**src/rtl/core_pkg.sv**
```systemverilog
// Core-wide constants shared by all pipeline and CSR blocks.
package core_pkg;

    localparam int unsigned Xlen = 32;

endpackage

```
**src/rtl/csr_pkg.sv**
```systemverilog
// Machine-mode CSR types: exception cause codes and trap sequencing states.
package csr_pkg;

    typedef enum logic [3:0] {
        McauseInsnMisaligned   = 4'd0,
        McauseInsnAccessFault  = 4'd1,
        McauseIllegalInsn      = 4'd2,
        McauseBreakpoint       = 4'd3,
        McauseLoadMisaligned   = 4'd4,
        McauseLoadAccessFault  = 4'd5,
        McauseStoreMisaligned  = 4'd6,
        McauseStoreAccessFault = 4'd7,
        McauseEcallU           = 4'd8,
        McauseEcallS           = 4'd9,
        McauseEcallM           = 4'd11,
        McauseInsnPageFault    = 4'd12,
        McauseLoadPageFault    = 4'd13,
        McauseStorePageFault   = 4'd15
    } csr_mcause_e;

    typedef enum logic [1:0] {
        TrapIdle     = 2'd0,
        TrapFlush    = 2'd1,
        TrapRedirect = 2'd2
    } trap_state_e;

endpackage

```
**src/rtl/expt_prio.sv**
```systemverilog
// Fixed-priority exception mux: fetch beats decode beats load/store.
module expt_prio
    import core_pkg::*;
    import csr_pkg::*;
(
    input  logic              if_valid_i,
    input  csr_mcause_e       if_cause_i,
    input  logic [Xlen-1:0]   if_value_i,
    input  logic              id_valid_i,
    input  csr_mcause_e       id_cause_i,
    input  logic [Xlen-1:0]   id_value_i,
    input  logic              ls_valid_i,
    input  csr_mcause_e       ls_cause_i,
    input  logic [Xlen-1:0]   ls_value_i,
    output logic              valid_o,
    output csr_mcause_e       cause_o,
    output logic [Xlen-1:0]   value_o
);

    always_comb begin
        valid_o = 1'b0;
        cause_o = McauseInsnMisaligned;
        value_o = '0;
        if (if_valid_i) begin
            valid_o = 1'b1;
            cause_o = if_cause_i;
            value_o = if_value_i;
        end else if (id_valid_i) begin
            valid_o = 1'b1;
            cause_o = id_cause_i;
            value_o = id_value_i;
        end else if (ls_valid_i) begin
            valid_o = 1'b1;
            cause_o = ls_cause_i;
            value_o = ls_value_i;
        end
    end

endmodule

```
**src/rtl/trap_ctrl.sv**
```systemverilog
// Trap sequencer: reports the committing exception to the CSR unit, then
// flushes the pipeline and hands the trap/mret target to fetch.
module trap_ctrl
    import core_pkg::*;
    import csr_pkg::*;
#(
    parameter int unsigned FlushCycles = 2
) (
    input  logic              clk_i,
    input  logic              rst_i,
    input  logic              commit_valid_i,
    input  logic              if_expt_valid_i,
    input  csr_mcause_e       if_expt_cause_i,
    input  logic [Xlen-1:0]   if_expt_value_i,
    input  logic              id_expt_valid_i,
    input  csr_mcause_e       id_expt_cause_i,
    input  logic [Xlen-1:0]   id_expt_value_i,
    input  logic              ls_expt_valid_i,
    input  csr_mcause_e       ls_expt_cause_i,
    input  logic [Xlen-1:0]   ls_expt_value_i,
    output logic              expt_valid_o,
    output csr_mcause_e       expt_cause_o,
    output logic [Xlen-1:0]   expt_value_o,
    input  logic              raise_trap_i,
    input  logic [Xlen-1:0]   trap_vector_i,
    output logic              flush_o,
    output logic              redirect_valid_o,
    output logic [Xlen-1:0]   redirect_pc_o,
    input  logic              redirect_ready_i,
    output logic              stall_o
);

    localparam logic [3:0]      FlushCntInit = 4'(FlushCycles - 1);
    localparam logic [Xlen-1:0] PcAlignMask  = ~Xlen'(1);

    trap_state_e     state_q, state_d;
    logic [3:0]      cnt_q, cnt_d;
    logic [Xlen-1:0] target_q, target_d;

    logic            sel_valid;
    csr_mcause_e     sel_cause;
    logic [Xlen-1:0] sel_value;

    expt_prio u_expt_prio (
        .if_valid_i (if_expt_valid_i),
        .if_cause_i (if_expt_cause_i),
        .if_value_i (if_expt_value_i),
        .id_valid_i (id_expt_valid_i),
        .id_cause_i (id_expt_cause_i),
        .id_value_i (id_expt_value_i),
        .ls_valid_i (ls_expt_valid_i),
        .ls_cause_i (ls_expt_cause_i),
        .ls_value_i (ls_expt_value_i),
        .valid_o    (sel_valid),
        .cause_o    (sel_cause),
        .value_o    (sel_value)
    );

    // Sources are masked while a trap is in flight; the CSR unit must only
    // see exceptions from a committing instruction.
    always_comb begin
        expt_valid_o = commit_valid_i && sel_valid && (state_q == TrapIdle);
        expt_cause_o = McauseInsnMisaligned;
        expt_value_o = '0;
        if (expt_valid_o) begin
            expt_cause_o = sel_cause;
            expt_value_o = sel_value;
        end
    end

    always_comb begin
        state_d  = state_q;
        cnt_d    = cnt_q;
        target_d = target_q;
        unique case (state_q)
            TrapIdle: begin
                if (raise_trap_i) begin
                    state_d  = TrapFlush;
                    cnt_d    = FlushCntInit;
                    target_d = trap_vector_i & PcAlignMask;
                end
            end
            TrapFlush: begin
                if (cnt_q == 4'd0) begin
                    state_d = TrapRedirect;
                end else begin
                    cnt_d = cnt_q - 4'd1;
                end
            end
            TrapRedirect: begin
                // Acceptance wins over any raise in the same cycle.
                if (redirect_ready_i) begin
                    state_d = TrapIdle;
                end
            end
            default: state_d = TrapIdle;
        endcase
    end

    always_ff @(posedge clk_i) begin
        if (rst_i) begin
            state_q  <= TrapIdle;
            cnt_q    <= 4'd0;
            target_q <= '0;
        end else begin
            state_q  <= state_d;
            cnt_q    <= cnt_d;
            target_q <= target_d;
        end
    end

    assign flush_o          = (state_q == TrapFlush);
    assign redirect_valid_o = (state_q == TrapRedirect);
    assign redirect_pc_o    = target_q;
    assign stall_o          = (state_q != TrapIdle);

endmodule

```
**config.mk**
```make
export PLATFORM = sky130hd
export DESIGN_NAME = trap_ctrl
export DESIGN_NICKNAME = d
export VERILOG_FILES = /design/src/rtl/core_pkg.sv /design/src/rtl/csr_pkg.sv /design/src/rtl/expt_prio.sv /design/src/rtl/trap_ctrl.sv
export SDC_FILE = /design/constraint.sdc
export NUM_CORES = 1
export LEC_CHECK = 0
export CORE_UTILIZATION = 27
export DETAILED_ROUTE_END_ITERATION = 7
export PLACE_DENSITY = 0.86
export RECOVER_POWER = 25
export SETUP_SLACK_MARGIN = 0.5
export SYNTH_ARGS = -nofsm -noshare
export SYNTH_HDL_FRONTEND = slang
export SYNTH_SLANG_ARGS = --single-unit
```
**constraint.sdc**
```tcl
create_clock -name clk_i -period 1.6 [get_ports clk_i]
set_input_delay 0.24 -clock clk_i [delete_from_list [all_inputs] [get_ports clk_i]]
set_output_delay 0.24 -clock clk_i [all_outputs]
set_load 0.01 [all_outputs]
```
# Word-level counts from Yosys, hierarchy flattened
# Index checks and enable logic that the tools add are counted.
# classes
bitwise,0
n_eq_ne,6
multipliers,0
muxes,18
n_reduce_logical,9
n_addsub,1
order_cmp,0
shifts,0
div_mod_pow,0
# ops
op,n
$mux 32,4
$mux 4,6
$pmux 4 s2,1
$mux 2,3
$pmux 2 s3,1
$reduce_and 3->1,2
$logic_not 4->1,1
$ne 2x1->1 const B,2
$ne 2x2->1 const B,2
$reduce_bool 2->1,2
$sub 4x1->4 const B,1
$mux 1,3
$eq 2x1->1 const B,1
$eq 2x2->1 const B,1
$logic_and 1x1->1,2
$logic_not 2->1,1
$reduce_and 2->1,1
# word_totals
mem_bits_rw,0
inputBits,148
rom_bits,0
word_cells,37
mem_count,0
out_inout_bits,72
reg_bits,37
latch_bits,0

# Depth between registers and ports, before layout
# Gate-level depths: netlist of the first run.
# depth
word_depth,6
depth_mapped,5
mapped_depth_nobuf,5

# Cells and area by module
# Synthesis of the first run repeated with hierarchy kept, for this count alone.
# unflattened
cells_unflattened,379
area_unflattened_um2,2693.8
# by_module_without_submodules
mod,n_inst,cells_per_inst,seq_area_each_um2,area_each_um2
trap_ctrl,1,214,740.7,1676.6
expt_prio,1,165,0.0,1017.2

# Least setup slack after synthesis of the first run
# No wires, ideal clock.
# synth_timing
kind,reg-to-reg
start,reg cnt_q[0]
end,reg cnt_q[3]
setup_slack_ns,0.111
period_less_slack_ns,1.489
stages_incl_launch_ff,6
path_buffers,0
t_arrival_ns,1.409
path_cell_list,dfxtp_1 -> inv_1 -> ha_1 -> nor3b_1 -> or4_4 -> a211oi_2
# synth_between
elab_chain_len,3
word_cells_on_any_way,6
cone_classes,1 x add/sub; 1 x eq/ne; 2 x mux; 2 x reduce/logical
# synth_lines
element,line_no,source
"start, declared",trap_ctrl.sv:37,"logic [3:0] cnt_q, cnt_d;"
"start signal, assigned",trap_ctrl.sv:107,cnt_q <= cnt_d;
$sub 4x1->4 / $logic_not 4->1 (equally long branches),"trap_ctrl.sv:87, trap_ctrl.sv:84",
$mux 4 / $ne 2x2->1 (equally long branches),--,
$pmux 4 s2 / $reduce_and 3->1 (equally long branches),--,
# Parallel ways exist; a longest one is shown, timed or not. The select of a mux whose other input is x is not followed.
# A chain may end at the register's enable or synchronous reset.

# Worst setup path after layout of the first run
# layout_timing
start,reg state_q[0]
end,out expt_value_o[2]
# layout_between
elab_chain_len,3
# layout_lines
element,line_no,source
"start, declared",trap_ctrl.sv:36,"trap_state_e state_q, state_d;"
"start signal, assigned",trap_ctrl.sv:102,state_q <= TrapIdle;
"start signal, assigned",trap_ctrl.sv:106,state_q <= state_d;
$logic_not 2->1,trap_ctrl.sv:62,expt_valid_o = commit_valid_i && sel_valid && (state_q == TrapIdle);
$logic_and 1x1->1,trap_ctrl.sv:62,
$mux 32,trap_ctrl.sv:65,if (expt_valid_o) begin
"end, declared",trap_ctrl.sv:23,"output logic [Xlen-1:0] expt_value_o,"
# No other way between the ends.

==> results of run 1 <==
## power groups by stage
stage | clock [mW] | sequential [mW] | combinational (mW)
final | 0.657 | 1.06 | 1.99
after global routing | 0.703 | 1.07 | 2.08
after CTS | 0.648 | 1.03 | 1.73
after detailed placement | 0 | 1.04 | 1.59
after global placement | 0 | 1.04 | 1.56
after floorplan | 0 | 1.07 | 0.665
## cells in the mapped netlist (all sizes together)
master	number
a211oi	2
a21o	1
a21oi	34
a221oi	35
a22oi	1
buf	10
clkbuf	22
conb	1
dfxtp	37
ha	1
inv	7
nand2	64
nand2b	1
nand3b	1
nand4b	1
nor2	3
nor2b	37
nor3	36
nor3b	2
o211ai	2
o21a	1
o21ai	1
o311ai	1
or3	2
or3b	1
or4	1
## final cells by class
type                    instances  area [um2]
fillers                       451        1610
inverters                       7        33.8
repair buffers                286        2840
multi-input cells             229        2380
flip-flops and latches         37         769
clock buffers                   7        86.3
well taps                     102         128
## layer usage
layer / track usage, % / part of all wire (%) / up-vias
met5: 0 / 0.10 / -
met1: 26.2 / 34 / 1666
met3: 6.40 / 7.7 / 51
met2: 50.1 / 54 / 197
met4: 12.7 / 4.3 / 2
li1: - / - / 1610
## registers in the layout, summed over array words and instances (netlist names)
register / flops
state_q: 2
cnt_q: 4
redirect_pc_o: 31
## cell families (layout without fill, tap and decap cells)
kind of cell | count (synthesis) | in the layout | share of synthesized area (%)
DFF | 37 | 37 | 33.4
buffers and inverters | 39 | 300 | 7.28
other | 1 | 1 | 0.169
AOI/OAI and AO/OA | 78 | 78 | 25.5
adders and majority gates | 1 | 1 | 0.564
and+or+nand+nor | 149 | 149 | 33.1
## stage by stage
step,instance area (um2),setup WS [ns],power (mW),TNS (ns),hold WS (ns)
CTS,5810,-0.291,3.41,-8.32,0.457
finish,6240,-0.337,3.71,-9.49,0.470
global route,6240,-0.391,3.86,-12.65,0.484
global placement,5450,-0.689,2.60,-24.05,0.437
floorplan,2910,0.204,1.73,0,0.376
detailed placement,5450,-0.730,2.63,-24.69,0.446
## worst min-delay path, cell delays in order (launching register included)
cell and delay [ns]:
dfxtp_2 0.33, nand2_4 0.06, a21oi_2 0.04
## worst paths after layout
kind | start | to | slack (ns) | cells past startpoint
max | state_q[0] | expt_value_o[2] | -0.34 | 8
max reg2reg | state_q[1] | cnt_q[0] | -0.06 | 7
min | redirect_pc_o[18] | redirect_pc_o[18] | 0.47 | 2
min reg2reg | redirect_pc_o[18] | redirect_pc_o[18] | 0.47 | 2
## what timing repair did
action	CTS	global route
hold buffers	0	0
resized for setup	308	137
pin swaps	18	44
setup buffers	10	15
endpoints found under the hold margin	0	0
gates cloned	5	3
setup endpoints to repair	108	107
==> metrics.yaml, run 1 <==
status:
  status: "complete, but fails checks"
  violations: "negative setup slack"
detailed_routing:
  vias_per_cell: 5.28
  drt_iter0_drc: 89
  drc: 0
  wl_per_cell_um: 19.5
  num_vias: 3526
  postRouteAntennaNets: 0
  dr.pass1.iters: 5
  wirelength_um: 13000
clock_tree:
  clock_sinks: 37
  clock_latency_ns: 0.29
  tritoncts: "yes"
  cts_inserted_buffers: 5
  ctsLongestPathBuffers: 2
  clk_root_buffer_cell: "clkbuf_8"
  htree_levels: 2
  path_clk_slew_ns: 0.07
yosys:
  synth_area_per_cell_um2: 7.27
  syn_inst: 305
  synth-seq-area-share_pct: 33.4
  synth_top_area_share_pct: 33.4
  syn_area_mm2: 0.00222
  yosys_warnings: 0
  synth_area_leaders: "dfxtp_1, a221oi_1, nand2_1"
  ys_seq_elements: 37
  synth_cell_type_count: 30
  synth_top_area_cell: "dfxtp_1"
  synth_nets: 454
grt:
  overflow: 0
  grt_pass1_wl_um: 17600
  antenna_found_initial: 1
  grt_max_degree: 38
  grt_usage_pct: 26.2
  grt_pass1_vias: 3614
setup_path:
  crit_top_cell: "buf_6"
  crit_type: "register to primary output"
  crit_chain: "nor2_4 -> o311ai_4 -> buf_6 -> buf_6 -> buf_16 -> buf_12 -> nor3_4 -> buf_2"
  end_kind: "primary output"
  critPathRequiredTime_ns: 1.36
  cp_top_family: "buffers and inverters"
  max_stage_delay_ns: 0.33
  critPathMaxFanout: 5
  critPathLaunchType: "register"
  cp_slowest_cell: "dfxtp_2"
  crit_buf_inv: 5
  arrival_ns: 1.70
timing:
  rsz0062_at_grt: "true"
  finalMaxSlewViolations: 0
  finalClockSkew_ns: 0.00383
  max_freq_mhz: 516
  setup_ws_ns: -0.337
  finalCritPeriodShare_pct: 121
  hold_violations: 0
  min_period_ns: 1.94
  finalSetupViolations: 69
placement:
  port_buffers: 217
  gp_congestion: 0.824
  dpl.cell_count: 628
  hpwlAfterDp_um: 8240
power:
  ir_drop_mv: 0.309
  seqPwrFrac_pct: 28.7
  power_density_mw_per_mm2: 594
  clockPowerShare_pct: 17.7
  intPower_mw: 2.45
  pwr-share-comb_pct: 53.5
  p_sw_share_pct: 33.9
  switchingPower_mw: 1.26
  p_leak_nw: 2.55
die:
  start_util_pct: 28.3
  die_w_um: 92.6
  io_pins: 220
  num_rows: 32
  core_area_mm2: 0.00785
  die_y_um: 92.6
  dieArea_mm2: 0.00858
cells_and_area:
  insertedDiodeCount: 0
  layout_commonest_cell: "clkdlybuf4s50_1"
  final_layout_size_suffix_gt1_share_pct: 55.7
  final_cells: 668
  mostFrequentLayoutCells: "clkdlybuf4s50_1, buf_2, nor2b_1, nand2_1, nor3_4"
  area_delta_synth_final_pct: 181
  final_nets: 715
  final_util_pct: 79.5
hold_path:
  hold_class: "register to register"
flow_run:
  max_cap_violations: 0
(Power assumes the default switching activity.)
==> run 2, diff against run 1 <==
--- a/config.mk
+++ b/config.mk
@@ -5,9 +5,10 @@
 export SDC_FILE = /design/constraint.sdc
 export NUM_CORES = 1
 export LEC_CHECK = 0
-export CORE_UTILIZATION = 27
+export CORE_ASPECT_RATIO = 0.7
+export CORE_UTILIZATION = 32
 export DETAILED_ROUTE_END_ITERATION = 7
-export PLACE_DENSITY = 0.86
+export PLACE_DENSITY = 0.95
 export RECOVER_POWER = 25
 export SETUP_SLACK_MARGIN = 0.5
 export SYNTH_ARGS = -nofsm -noshare
==> constraint.sdc (replaced) <==
create_clock -name clk_i -period 2.3 [get_ports clk_i]
set_input_delay 0.345 -clock clk_i [delete_from_list [all_inputs] [get_ports clk_i]]
set_output_delay 0.345 -clock clk_i [all_outputs]
set_load 0.01 [all_outputs]
==> run 2 against run 1 <==
  * The run now ends clean
  * Count of clock-buffer cells in the layout stayed put
  * Cell count down 8.4%
  * Sequential power down 33%
  * Global-route usage increased by 2.3 points
  * Power shrank 42%
  * First-iteration DRC count rose by 140%
  * Clock skew up 0.0041 ns
  * Worst hold slack got worse by 0.015 ns
  * Critical path type is now input port to primary output
  * Critical endpoint is now expt_value_o[14]
  * Largest cell class unchanged
  * Largest power group unchanged
  * Highest routed layer is now met4
==> metrics.yaml, run 2 (same netlist as run 1, synthesis figures left out) <==
cells_and_area:
  final_nets: 669
  largest_reg_flops: 31
  final_layout_size_suffix_gt1_share_pct: 24.8
  mostFrequentLayoutCells: "clkdlybuf4s50_1, nand2_1, nor2b_1, buf_2, dfxtp_1"
  area_delta_synth_final_pct: 124
  layout_commonest_cell: "clkdlybuf4s50_1"
  insertedDiodeCount: 0
power:
  ir_drop_mv: 0.263
  switchingPower_mw: 0.680
  power_density_mw_per_mm2: 437
  p_leak_nw: 1.97
  clockPowerShare_pct: 23.1
  totalPowerFinal_mw: 2.16
  pwr-share-comb_pct: 44.1
  intPower_mw: 1.48
  seqPwrFrac_pct: 32.8
  p_sw_share_pct: 31.4
setup_path:
  crit_type: "input port to primary output"
  critPathRequiredTime_ns: 1.96
  critPathLaunchType: "input port"
  critPathMaxFanout: 17
  r2r_slack_ns: 0.62
  crit_chain: "clkdlybuf4s15_2 -> nor2b_4 -> buf_16 -> a221oi_1 -> nor3_4 -> buf_2"
  end_kind: "primary output"
  max_stage_delay_ns: 0.47
  crit_buf_inv: 3
  cp_top_family: "buffers and inverters"
  cp_slowest_cell: "a221oi_1"
  arrival_ns: 1.58
grt:
  grt_pass1_vias: 3303
  overflow: 0
  grt_max_degree: 38
  grt_pass1_wl_um: 16000
  antenna_found_initial: 0
  grt_usage_pct: 28.5
timing:
  finalClockSkew_ns: 0.00792
  worstMarginPinSlew_ns: 0.668
  hold_violations: 0
  max_freq_mhz: 520
  finalMaxSlewViolations: 0
  finalSetupViolations: 0
  rsz0062_at_grt: "true"
  tns_ns: 0
  maxSlewHeadroom_pct: 55.4
  min_period_ns: 1.92
  finalCritPeriodShare_pct: 83.7
detailed_routing:
  drt_iter0_drc: 216
  dr.pass1.iters: 6
  postRouteAntennaNets: 0
  wl_per_cell_um: 18.9
  drc: 0
  num_vias: 3287
  wirelength_um: 11600
  vias_per_cell: 5.37
placement:
  hpwlAfterDp_um: 7720
  gp_congestion: 0.836
  port_buffers: 217
clock_tree:
  clock_latency_ns: 0.28
  path_clk_slew_ns: 0.07
  cts_inserted_buffers: 5
  clk_root_buffer_cell: "clkbuf_8"
  ctsLongestPathBuffers: 2
  clock_sinks: 37
  cts_hold_buf: 0
  tritoncts: "yes"
  htree_levels: 2
die:
  io_pins: 220
  num_rows: 24
  die_y_um: 71.6
  dieArea_mm2: 0.00727
  start_util_pct: 34.3
  core_area_mm2: 0.00646
  die_w_um: 101
flow_run:
  max_cap_violations: 0
hold_path:
  hold_class: "register to register"
status:
  status: "finished clean"
-- run 2: worst register-to-register path: cells and delay by family, from the launching register on --
family	cells	cell delay (ns)
and+or+nand+nor	2	0.71
buffers and inverters	2	0.42
DFF	1	0.35
AOI/OAI and AO/OA	1	0.07
-- run 2: metal layers --
metal / wire length, um / track usage [%] / up-vias
met5: 0 / 0 / -
met4: 489 / 12.2 / 0
met3: 985 / 7.80 / 40
met2: 6070 / 51.8 / 201
met1: 4040 / 31.2 / 1532
li1: - / - / 1514
-- run 2: through the flow --
| step | utilization [%] | setup WS, ns | instance area, um2 | instances | hold slack, ns |
|---|---|---|---|---|---|
| 5_1_grt | 76.8 | 0.315 | 4960 | 612 | 0.469 |
| 3_3_place_gp | 69.4 | -0.225 | 4480 | 594 | 0.441 |
| 6_report | 76.8 | 0.375 | 4960 | 612 | 0.455 |
| 3_5_place_dp | 69.4 | -0.265 | 4480 | 594 | 0.447 |
| 4_1_cts | 73.3 | 0.380 | 4730 | 610 | 0.458 |
| 2_1_floorplan | - | 0.607 | 2220 | 305 | 0.477 |
-- run 2: power groups by stage --
stage	combinational, mW	clock, mW	sequential [mW]
2_1_floorplan	0.296	0	0.742
3_3_place_gp	0.815	0	0.723
3_5_place_dp	0.833	0	0.726
4_1_cts	0.883	0.509	0.712
5_1_grt	1.01	0.529	0.716
6_report	0.955	0.499	0.711
-- run 2: path summary, 6_finish.rpt --
check	from	cells after the start	end
setup / recovery	ls_expt_valid_i	6	expt_value_o[14]
hold / removal	redirect_pc_o[5]	2	redirect_pc_o[5]
setup reg to reg	state_q[0]	5	redirect_pc_o[26]
hold reg to reg	redirect_pc_o[5]	2	redirect_pc_o[5]
-- run 2: cell type report --
cell class | count | area [um2]
clock buffer | 7 | 96.3
timing repair buffer | 240 | 2280
multi-input combinational | 229 | 1680
clock inverter | 1 | 8.76
tap | 91 | 114
sequential | 37 | 748
inverter | 7 | 26.3
fill | 424 | 1500
-- run 2: what timing repair did --
action | 4_1_cts | 5_1_grt
pin swaps | 15 | 25
setup endpoints to repair | 38 | 50
buffers inserted | 4 | 1
resized for setup | 220 | 38
cloned | 4 | 1
